===== config.mk =====
export PLATFORM = sky130hd
export DESIGN_NAME = reset_sequencer
export DESIGN_NICKNAME = d
export VERILOG_FILES = /design/src/rtl/reset_seq_pkg.sv /design/src/rtl/reset_seq_wdt.sv /design/src/rtl/reset_sequencer.sv
export SDC_FILE = /design/constraint.sdc
export NUM_CORES = 1
export LEC_CHECK = 0
export CAP_MARGIN = 20
export CORE_MARGIN = 2
export CORE_UTILIZATION = 31
export DETAILED_ROUTE_END_ITERATION = 10
export GPL_TIMING_DRIVEN = 0
export PLACE_DENSITY = 0.47
export SETUP_SLACK_MARGIN = 0.1
export SLEW_MARGIN = 20
export SYNTH_ARGS = -nofsm -noshare
export SYNTH_HDL_FRONTEND = slang
export SYNTH_SLANG_ARGS = --single-unit

===== constraint.sdc =====
create_clock -name clock -period 5.35 [get_ports clock]
set_input_delay 0.8025 -clock clock [delete_from_list [all_inputs] [get_ports clock]]
set_output_delay 0.8025 -clock clock [all_outputs]
set_load 0.02 [all_outputs]

===== src/rtl/reset_seq_pkg.sv =====
// Shared definitions for the reset sequencer: state codes, cause index,
// and parameter helpers.
package reset_seq_pkg;

    typedef logic [1:0] seq_state_t;

    localparam seq_state_t ST_IDLE    = 2'd0;
    localparam seq_state_t ST_ASSERT  = 2'd1;
    localparam seq_state_t ST_RELEASE = 2'd2;

    // The watchdog cause bit sits just above the request source bits.
    function automatic int cause_wdt(input int num_src);
        return num_src;
    endfunction

    function automatic int max3(input int a, input int b, input int c);
        int m;
        m = (a > b) ? a : b;
        return (m > c) ? m : c;
    endfunction

    function automatic bit params_ok(
        input int num_src,
        input int num_dom,
        input int assert_cyc,
        input int stagger_cyc,
        input int wdt_timeout
    );
        return (num_src >= 1) && (num_dom >= 1) &&
               (assert_cyc >= 1) && (stagger_cyc >= 1) &&
               (wdt_timeout >= 1);
    endfunction

endpackage


===== src/rtl/reset_seq_wdt.sv =====
// Watchdog for the reset sequencer: counts idle cycles without a kick
// and emits a one-cycle expiry request.
module reset_seq_wdt #(
    parameter int TIMEOUT = 1024,
    parameter int CW      = 11
) (
    input  logic clock,
    input  logic resetn,
    input  logic run,
    input  logic kick,
    output logic expire
);

    logic [CW-1:0] cnt;

    assign expire = run && !kick && (cnt == CW'(TIMEOUT - 1));

    // Counter is held at zero outside idle, so entry to idle starts fresh.
    always_ff @(posedge clock or negedge resetn) begin
        if (!resetn) begin
            cnt <= '0;
        end else if (!run || kick || expire) begin
            cnt <= '0;
        end else begin
            cnt <= cnt + CW'(1);
        end
    end

endmodule


===== src/rtl/reset_sequencer.sv =====
// Staged reset request/release controller with sticky cause reporting.
// Optional watchdog request source enabled by RESET_SEQ_WDT_EN.
module reset_sequencer
    import reset_seq_pkg::*;
#(
    parameter int NUM_SRC        = 2,
    parameter int NUM_DOMAINS    = 3,
    parameter int ASSERT_CYCLES  = 16,
    parameter int STAGGER_CYCLES = 4,
    parameter int WDT_TIMEOUT    = 1024
) (
    input  logic                   clock,
    input  logic                   resetn,
    input  logic [NUM_SRC-1:0]     req,
    input  logic                   cause_clr,
    input  logic                   wdt_kick,
    output logic [NUM_DOMAINS-1:0] rst_out_n,
    output logic                   busy,
    output logic                   done,
    output logic [NUM_SRC:0]       cause
);

    localparam int CW = $clog2(max3(ASSERT_CYCLES, STAGGER_CYCLES,
                                    WDT_TIMEOUT) + 1);
    localparam int DW = (NUM_DOMAINS > 1) ? $clog2(NUM_DOMAINS) : 1;
    localparam int CI = cause_wdt(NUM_SRC);

    localparam logic [CW-1:0] A_LAST = CW'(ASSERT_CYCLES - 1);
    localparam logic [CW-1:0] S_LAST = CW'(STAGGER_CYCLES - 1);
    localparam logic [DW-1:0] D_LAST = DW'(NUM_DOMAINS - 1);

    if (!params_ok(NUM_SRC, NUM_DOMAINS, ASSERT_CYCLES,
                   STAGGER_CYCLES, WDT_TIMEOUT)) begin : g_bad_params
        $error("reset_sequencer: illegal parameter values");
    end

    seq_state_t    state;
    logic [CW-1:0] cnt;
    logic [DW-1:0] dom_idx;
    logic          por_pend;
    logic          wdt_exp;
    logic [NUM_SRC:0] req_bits;
    logic          req_any;

`ifdef RESET_SEQ_WDT_EN
    reset_seq_wdt #(
        .TIMEOUT (WDT_TIMEOUT),
        .CW      (CW)
    ) u_wdt (
        .clock   (clock),
        .resetn  (resetn),
        .run     (state == ST_IDLE),
        .kick    (wdt_kick),
        .expire  (wdt_exp)
    );
`else
    logic unused_wdt_kick;
    assign unused_wdt_kick = wdt_kick;
    assign wdt_exp = 1'b0;
`endif

    // Merge source requests and the watchdog into one cause vector.
    always_comb begin
        req_bits = '0;
        req_bits[NUM_SRC-1:0] = req;
        req_bits[CI] = wdt_exp;
    end

    assign req_any = |req_bits;

    // Sequencer: the first edge out of reset acts like a request so the
    // power-on schedule matches the request schedule.
    always_ff @(posedge clock or negedge resetn) begin
        if (!resetn) begin
            state     <= ST_ASSERT;
            cnt       <= '0;
            dom_idx   <= '0;
            por_pend  <= 1'b1;
            rst_out_n <= '0;
            busy      <= 1'b1;
            done      <= 1'b0;
        end else begin
            done <= 1'b0;
            if (req_any || por_pend) begin
                por_pend  <= 1'b0;
                state     <= ST_ASSERT;
                cnt       <= '0;
                dom_idx   <= '0;
                rst_out_n <= '0;
                busy      <= 1'b1;
            end else begin
                unique case (state)
                    ST_ASSERT: begin
                        if (cnt == A_LAST) begin
                            rst_out_n[0] <= 1'b1;
                            cnt          <= '0;
                            if (NUM_DOMAINS == 1) begin
                                state <= ST_IDLE;
                                busy  <= 1'b0;
                                done  <= 1'b1;
                            end else begin
                                state   <= ST_RELEASE;
                                dom_idx <= DW'(1);
                            end
                        end else begin
                            cnt <= cnt + CW'(1);
                        end
                    end
                    ST_RELEASE: begin
                        if (cnt == S_LAST) begin
                            rst_out_n[dom_idx] <= 1'b1;
                            cnt                <= '0;
                            if (dom_idx == D_LAST) begin
                                state <= ST_IDLE;
                                busy  <= 1'b0;
                                done  <= 1'b1;
                            end else begin
                                dom_idx <= dom_idx + DW'(1);
                            end
                        end else begin
                            cnt <= cnt + CW'(1);
                        end
                    end
                    default: begin
                        cnt <= '0;
                    end
                endcase
            end
        end
    end

    // Sticky cause; a clear coinciding with a request keeps only new bits.
    always_ff @(posedge clock or negedge resetn) begin
        if (!resetn) begin
            cause <= '0;
        end else if (cause_clr) begin
            cause <= req_bits;
        end else begin
            cause <= cause | req_bits;
        end
    end

endmodule

==> results of run 1 <==
-- worst max-delay path, stage by stage --
cell and delay, ns:
clkdlybuf4s50_1 0.42, or3_1 0.36, clkbuf_1 0.24, a211o_1 0.33, clkbuf_1 0.23, nor2_1 0.15
-- per-stage QoR --
| stage | utilization [%] | hold slack, ns | power, mW | setup WS (ns) |
|---|---|---|---|---|
| after floorplan | - | 0.4331 | 0.1860 | 3.341 |
| after global placement | 36.67 | 0.4515 | 0.1957 | 2.723 |
| after detailed placement | 36.67 | 0.4640 | 0.1958 | 2.701 |
| after CTS | 37.91 | 0.4753 | 0.3072 | 2.987 |
| after global routing | 37.78 | 0.4920 | 0.3165 | 2.880 |
| final | 37.78 | 0.4702 | 0.2989 | 2.997 |
-- synthesized netlist by cell type (all sizes together) (4+ instances only) --
| cell type | n |
|---|---|
| a21o | 4 |
| dfrtp | 20 |
| ha | 6 |
| inv | 11 |
| nand2 | 5 |
| nand3 | 4 |
| nor2 | 19 |
| xnor2 | 8 |
-- metal layers --
metal	global-route usage, %	vias to the layer above
li1	-	427
met1	15.05	406
met2	20.36	7
met3	3.082	5
met4	3.125	0
met5	0	-
-- cells by family (layout without fill, tap and decap cells) --
family / count (synthesis) / count (layout)
simple gates: 43 / 43
flops: 23 / 23
fa+ha+maj: 6 / 6
compound gates: 18 / 18
buf+inv: 15 / 30
mux: 2 / 2
xor+xnor: 9 / 9
other cells: 1 / 2
-- path summary, 6_finish.rpt --
| check | from | to | slack, ns |
|---|---|---|---|
| min | cnt[0]$_DFF_PN0_ | cnt[0]$_DFF_PN0_ | 0.47 |
| max | req[1] | cnt[3]$_DFF_PN0_ | 3.00 |
| min reg2reg | cnt[0]$_DFF_PN0_ | cnt[0]$_DFF_PN0_ | 0.47 |
| max in group asynchronous | resetn | por_pend$_DFFE_PN1N_ | 4.48 |
| max reg2reg | cnt[0]$_DFF_PN0_ | dom_idx[1]$_DFFE_PN0P_ | 3.17 |
| min in group asynchronous | resetn | dom_idx[0]$_DFFE_PN0P_ | 0.50 |
-- registers in the layout, summed over array words and instances (netlist names) --
register   cells
cnt           11
rst_out_n      3
cause          2
dom_idx        2
state          2
busy           1
done           1
por_pend       1
-- power by group --
group / internal (mW) / switching (mW) / leakage [nW]
clock: 0.0531 / 0.0543 / 0.0228
sequential: 0.176 / 0.000854 / 0.304
combinational: 0.00588 / 0.00884 / 0.235
total: 0.235 / 0.0640 / 0.562
-- area by class of cell --
cell class	instances	area (sq um)	area share, %
Timing Repair Buffer	11	105.1	7.657
Inverter	11	41.29	3.008
Clock buffer	4	45.04	3.282
Multi-Input combinational cell	80	523.0	38.10
Buffer	4	18.77	1.367
Sequential cell	23	579.3	42.21
Tap cell	48	60.06	4.376
==> results.yml, run 1 <==
status:
  status: "completed"
synthesis:
  synth_area_leaders: "dfrtp_1 43%, dfstp_2 6.8%, ha_1 6.5%"
  async_reset_ff_share_pct: 100.0
  synthAdderAreaFrac_pct: 6.479
  synth.distinct_cells: 32
  synthMuxAreaShare_pct: 1.728
  synth_edf_count: 0
  synthCells: 117
  synth.yosys.seq_area_share_pct: 50.00
  synth-simple-area-share_pct: 18.36
  yosys_warnings: 0
  syn_area_per_cell_sq_um: 9.903
  yosys_most_used_dff: "dfrtp_1"
  synth_top_family_by_area: "simple AND/OR/NAND/NOR gates"
  ys_seq_elements: 23
  synthXorXnorAreaFrac_pct: 6.803
  synth_area_sq_mm: 0.001159
  synth_top_area_cell: "dfrtp_1"
  synth-compound-area-share_pct: 11.12
  synth_top_area_share_pct: 43.20
placement:
  gp_congestion: 0.7863
  hpwl_um: 1617
  io_buffers: 11
  dp.cells: 177
  place_area_sq_mm: 0.001333
route:
  first_pass_iters: 4
  wl_per_cell_um: 12.27
  drt_iter0_drc: 32
  vias: 845
  routed.top_layer: "met4"
  wl_met3_um: 52
  ant_nets: 0
  wirelength_um: 2221
  route.met2.wl_um: 1029
  met1Wirelength_um: 1112
  drc: 0
  avgViaCountPerCell: 4.669
finish:
  final_common_cell: "dfrtp_1"
  drive_gt1_share_pct: 6.767
  stdcell_area_sq_mm: 0.001373
  syn2layout_area_growth_pct: 18.47
  final_nets: 146
  layout_common_cells: "20 x dfrtp_1, 19 x nor2_1, 11 x inv_1"
  nFillCells: 400
  final_cells: 181
  diodes: 0
power_and_ir_drop:
  p_per_area_mw_per_mm2: 217.8
  ir_drop_uv: 144.6
  leakage_nw: 0.5620
cts:
  cts_tree: "built"
  hold_buffers: 0
  clkLatencyLatePin_ns: 0.26
  cts_resized: 0
  clockBufferDepth: 2
  clkSlewWorstSetupHoldPaths_ns: 0.07
  cts_setup_buffers: 0
  cts_max_level: 1
  cts_buffers: 3
  cts_sinks: 23
  cts_root_buffer: "clkbuf_8"
run:
  cap_violations: 0
sta:
  drv_slew: 0
  fin_crit_sh_pct: 43.98
  clock.fmax_ghz: 0.4250
  final.setup.tns_ns: 0
  setup_violations: 0
  worstMarginPinSlew_ns: 0.5125
  fin_crit_ns: 2.353
  slew_headroom_pct: 65.83
  rsz0062_at_grt: "no"
  final_hold_viol_count: 0
  fin_worst_skew_ns: 0.009125
die:
  dieHeight_um: 65.14
  fp.coreArea_sq_mm: 0.003633
  num_rows: 22
  die_x_um: 65.14
  start_util_pct: 31.89
  io_pins: 14
  dieArea_sq_mm: 0.004243
worst_setup_path:
  cp-start-kind: "input port"
  critPathArrivalTime_ns: 2.54
  path_max_fanout: 10
  cp-end-kind: "flip-flop"
  critPathRequiredTime_ns: 5.54
  worst_r2r_path_depth: 5
  crit_type: "in2reg"
hold_path:
  hold_depth: 1
  min_path_type: "reg2reg"
global_route:
  antenna_found_initial: 0
  grt_max_degree: 24
  overflow: 0
  first_global_vias: 896
  grtUsageTotal_pct: 11.92
  grt_pass1_wl_um: 3926
Power figures use the tool's default switching activity.
==> inputs of run 2 (changes only) <==
Clock period 5.35 ns to 2.25 ns, I/O delays scaled along.
==> run 2 against run 1 <==
Cell count grew 1.1%; final area grew 2.3%; sequential power grew 140%; clock-buffer cell count is the same; clock power grew 140%; utilization grew 0.86 points; critical path depth shrank 1; worst hold slack lost 0.44 ns; register-to-register slack lost 3.0 ns; clock skew is essentially flat; critical path type is now reg2reg; wire length grew 1.8%; via count grew 0.71%; largest power group unchanged.
==> results.yml, run 2 (synthesis results as in run 1) <==
sta:
  fin_crit_ns: 2.101
  clock.fmax_ghz: 0.4759
  fin_worst_skew_ns: 0.009075
  final.setup.tns_ns: 0
  final_hold_viol_count: 0
  drv_slew: 0
  rsz0062_at_grt: "yes"
  fin_crit_sh_pct: 93.39
  setup_violations: 0
  worstMarginPinSlew_ns: 0.5154
  slew_headroom_pct: 65.64
cts:
  cts_root_buffer: "clkbuf_8"
  cts_tree: "built"
  cts_buffers: 3
  clkLatencyLatePin_ns: 0.27
  cts_max_level: 1
  cts_sinks: 23
  clockBufferDepth: 2
  clkSlewWorstSetupHoldPaths_ns: 0.08
die:
  die_x_um: 65.14
  io_pins: 14
  fp.coreArea_sq_mm: 0.003633
  dieHeight_um: 65.14
  num_rows: 22
  dieArea_sq_mm: 0.004243
  start_util_pct: 31.89
finish:
  layout_common_cells: "20 x dfrtp_1, 19 x nor2_1, 11 x inv_1"
  diodes: 0
  largest-register: "cnt"
  drive_gt1_share_pct: 10.37
  largest_register_ffs: 11
  final_nets: 148
  final_common_cell: "dfrtp_1"
  syn2layout_area_growth_pct: 21.17
  reg_top3: "cnt (11), rst_out_n (3)"
route:
  drc: 0
  ant_nets: 0
  avgViaCountPerCell: 4.650
  wl_per_cell_um: 12.36
  drt_iter0_drc: 42
  vias: 851
  first_pass_iters: 4
  wirelength_um: 2261
worst_setup_path:
  path_buf_inv: 0
  cp_slowest_cell: "or4_1"
  cp-end-kind: "flip-flop"
  crit_type: "reg2reg"
  critPathArrivalTime_ns: 2.29
  cp-start-kind: "flip-flop"
  path_max_fanout: 5
  critical-path-top-delay-family: "simple AND/OR/NAND/NOR gates"
  slowest_delay_ns: 0.52
  critPathRequiredTime_ns: 2.44
  crit_chain: "ha_4 > or3b_4 > a211o_1 > or4_1 > a31oi_1"
hold_path:
  min_path_type: "in2async"
run:
  cap_violations: 0
global_route:
  grt_pass1_wl_um: 3926
  grt_max_degree: 24
  antenna_found_initial: 0
  overflow: 0
  first_global_vias: 896
  grtUsageTotal_pct: 11.92
power_and_ir_drop:
  p_per_area_mw_per_mm2: 507.9
  ir_drop_uv: 345.2
  leakage_nw: 0.5763
  power_mw: 0.7130
placement:
  hpwl_um: 1617
  io_buffers: 11
  gp_congestion: 0.7863
status:
  status: "completed"
run 2: cell count changes in the layout (fill, tap and decap cells not counted):
cell and change:
buf_4 +2, ha_4 +1, or3b_1 -1, clkbuf_1 -1, ha_1 -1, or3b_4 +1
clkbuf_2 +1
run 2: cell type report:
type	instances	area [sq um]
fill	398	2230
sequential	23	579.3
inverter	11	41.29
clock buffer	4	45.04
multi-input combinational	80	538.0
tap	48	60.06
timing repair buffer	13	120.1
buffer	4	20.02
run 2: final timing paths:
path                                     from                endpoint  slack, ns  cells past startpoint
max                          cnt[0]$_DFF_PN0_  dom_idx[1]$_DFFE_PN0P_       0.15                      5
min                                    resetn  dom_idx[0]$_DFFE_PN0P_       0.03                      1
max reg2reg                  cnt[0]$_DFF_PN0_  dom_idx[1]$_DFFE_PN0P_       0.15                      5
min reg2reg                cause[1]$_DFF_PN0_      cause[1]$_DFF_PN0_       0.48                      1
max in group asynchronous              resetn    por_pend$_DFFE_PN1N_       1.84                      1
min in group clock         cause[1]$_DFF_PN0_      cause[1]$_DFF_PN0_       0.48                      1
run 2: repair_timing:
item,in CTS,in global routing
buffers inserted,0,2
pin swaps,1,1
gates resized for setup,1,4
setup endpoints to repair,1,10
hold buffers,0,0
run 2: routing by layer:
metal	global-route usage, %	routed length [um]
met4	3.125	27
met1	15.05	1117
met3	3.082	60
met2	20.36	1056
met5	0	0
run 2: power by group:
| group | total (mW) | switching (mW) | internal [mW] |
|---|---|---|---|
| clock network | 0.257 | 0.130 | 0.126 |
| logic | 0.0356 | 0.0211 | 0.0144 |
| registers | 0.421 | 0.00250 | 0.418 |
run 2: metrics by stage:
step | hold slack (ns) | utilization (%) | setup slack (ns) | cells | area, sq um
2_1_floorplan | 0.04191 | - | 0.2406 | 118 | 1162
3_3_place_gp | 0.4515 | 36.67 | 0.08787 | 177 | 1333
3_5_place_dp | 0.4640 | 36.67 | 0.06606 | 177 | 1333
4_1_cts | 0.4797 | 37.98 | 0.1295 | 181 | 1380
5_1_grt | 0.06172 | 38.64 | 0.06892 | 183 | 1404
6_report | 0.03222 | 38.64 | 0.1486 | 183 | 1404
==> inputs of run 3 (changes only) <==
Settings changed: CORE_UTILIZATION 31 to 28, HOLD_SLACK_MARGIN set to 0.05, PLACE_DENSITY 0.47 to 0.44.
==> run 3 against run 2 <==
Clock power barely moved; critical endpoint unchanged; clock-buffer cell count fell by 1; register-to-register slack improved by 0.05 ns; final area rose by 2.5%; wire length rose by 3.5%; flip-flop and latch count did not move.
==> results.yml, run 3 (synthesis results as in run 1) <==
die:
  dieHeight_um: 68.33
  num_rows: 23
  die_x_um: 68.33
  dieArea_sq_mm: 0.004668
  start_util_pct: 28.96
  fp.coreArea_sq_mm: 0.004000
  io_pins: 14
sta:
  fin_worst_skew_ns: 0.003032
  slew_headroom_pct: 65.09
  fin_crit_ns: 2.051
  final_hold_viol_count: 0
  final.setup.tns_ns: 0
  rsz0062_at_grt: "no"
  drv_slew: 0
  worstMarginPinSlew_ns: 0.5236
  fin_crit_sh_pct: 91.17
  clock.fmax_ghz: 0.4875
  setup_violations: 0
worst_setup_path:
  path_buf_inv: 0
  cp-end-kind: "flip-flop"
  slowest_delay_ns: 0.53
  cp_slowest_cell: "or4_4"
  r2r_setup_slack_ns: 0.20
  critical-path-top-delay-family: "simple AND/OR/NAND/NOR gates"
  crit_type: "reg2reg"
  cp-start-kind: "flip-flop"
  crit_chain: "ha_4 > or3b_4 > a211o_1 > or4_4 > a31oi_2"
  critPathArrivalTime_ns: 2.24
  path_max_fanout: 5
  critPathRequiredTime_ns: 2.44
finish:
  reg_top3: "cnt (11), rst_out_n (3)"
  diodes: 0
  stdcell_area_sq_mm: 0.001439
  drive_gt1_share_pct: 13.77
  largest_register_ffs: 11
  nFillCells: 411
  largest-register: "cnt"
  final_util_pct: 35.97
  syn2layout_area_growth_pct: 24.19
  final_common_cell: "dfrtp_1"
  final_nets: 151
  layout_common_cells: "20 x dfrtp_1, 19 x nor2_1, 11 x inv_1"
power_and_ir_drop:
  power_switching_share_pct: 21.99
  switchingPower_mw: 0.1570
  p_per_area_mw_per_mm2: 496.1
  power_frac_seq_pct: 59.0
  p_int_mw: 0.5569
  leakage_nw: 0.5943
  ir_drop_uv: 364.5
  clkPwrFrac_pct: 35.8
  combPwrFrac_pct: 5.2
route:
  first_pass_iters: 4
  wl_per_cell_um: 12.45
  met1Wirelength_um: 1145
  avgViaCountPerCell: 4.755
  wl_met3_um: 68
  routed.top_layer: "met4"
  vias: 894
  ant_nets: 0
  drt_iter0_drc: 45
  wirelength_um: 2340
  drc: 0
  route.met2.wl_um: 1112
global_route:
  antenna_found_initial: 0
  grt_pass1_wl_um: 3795
  overflow: 0
  first_global_vias: 833
  grtUsageTotal_pct: 10.95
  grt_max_degree: 24
cts:
  cts_root_buffer: "clkbuf_8"
  clockBufferDepth: 2
  clkSlewWorstSetupHoldPaths_ns: 0.08
  cts_buffers: 3
  cts_max_level: 1
  clkLatencyLatePin_ns: 0.26
  cts_sinks: 23
  cts_tree: "built"
status:
  status: "completed"
hold_path:
  min_path_type: "in2async"
placement:
  io_buffers: 11
  gp_congestion: 0.7342
  place_area_sq_mm: 0.001335
  hpwl_um: 1648
run:
  cap_violations: 0
-- run 3: cell count changes in the layout (fill, tap and decap cells not counted), sizes merged --
| cell | change |
|---|---|
| clkbuf | -1 |
| buf | +3 |
| clkinv | +1 |
-- run 3: final cells by class --
type,count,area (sq um),share of cell area [%]
Clock buffer,3,41.29,2.870
Sequential cell,23,579.3,40.26
Inverter,11,41.29,2.870
Buffer,4,18.77,1.304
Clock inverter,1,5.005,0.3478
Timing Repair Buffer,16,142.6,9.913
Multi-Input combinational cell,80,548.0,38.09
Tap cell,50,62.56,4.348
-- run 3: power groups by stage --
stage | Sequential (mW) | Combinational [mW] | Clock [mW]
floorplan | 0.431 | 0.0110 | 0
global placement | 0.428 | 0.0372 | 0
detailed placement | 0.429 | 0.0374 | 0
CTS | 0.421 | 0.0375 | 0.270
global route | 0.421 | 0.0417 | 0.289
finish | 0.421 | 0.0373 | 0.256
-- run 3: metrics by stage --
stage	power, mW	hold WS (ns)	setup slack [ns]	cells
floorplan	0.4422	0.04191	0.2406	118
global placement	0.4655	0.4556	0.07086	179
detailed placement	0.4661	0.4625	0.07296	179
CTS	0.7285	0.4790	0.1032	183
global route	0.7517	0.06673	0.1357	188
finish	0.7138	0.04077	0.1986	188
-- run 3: path summary, 6_finish.rpt --
check | startpoint | endpoint | depth (start not counted)
worst max-delay path | cnt[1]$_DFF_PN0_ | dom_idx[1]$_DFFE_PN0P_ | 5
worst min-delay path | resetn | cnt[8]$_DFF_PN0_ | 1
worst max register to register | cnt[1]$_DFF_PN0_ | dom_idx[1]$_DFFE_PN0P_ | 5
worst min register to register | rst_out_n[0]$_DFFE_PN0P_ | rst_out_n[0]$_DFFE_PN0P_ | 2
max in group asynchronous | resetn | por_pend$_DFFE_PN1N_ | 1
min in group clock | rst_out_n[0]$_DFFE_PN0P_ | rst_out_n[0]$_DFFE_PN0P_ | 2
-- run 3: repair_timing --
| item | 4_1_cts | 5_1_grt |
|---|---|---|
| resized for setup | 1 | 4 |
| hold endpoints to repair | 0 | 0 |
| pin swaps | 1 | 3 |
| hold buffers | 0 | 0 |
| setup endpoints to repair | 1 | 6 |
| buffers inserted | 0 | 5 |
-- run 3: per-layer routing --
| metal | up-vias | global-route usage [%] |
|---|---|---|
| met4 | 0 | 2.250 |
| met5 | - | 0 |
| met3 | 2 | 3.947 |
| li1 | 437 | - |
| met1 | 447 | 14.75 |
| met2 | 8 | 16.87 |
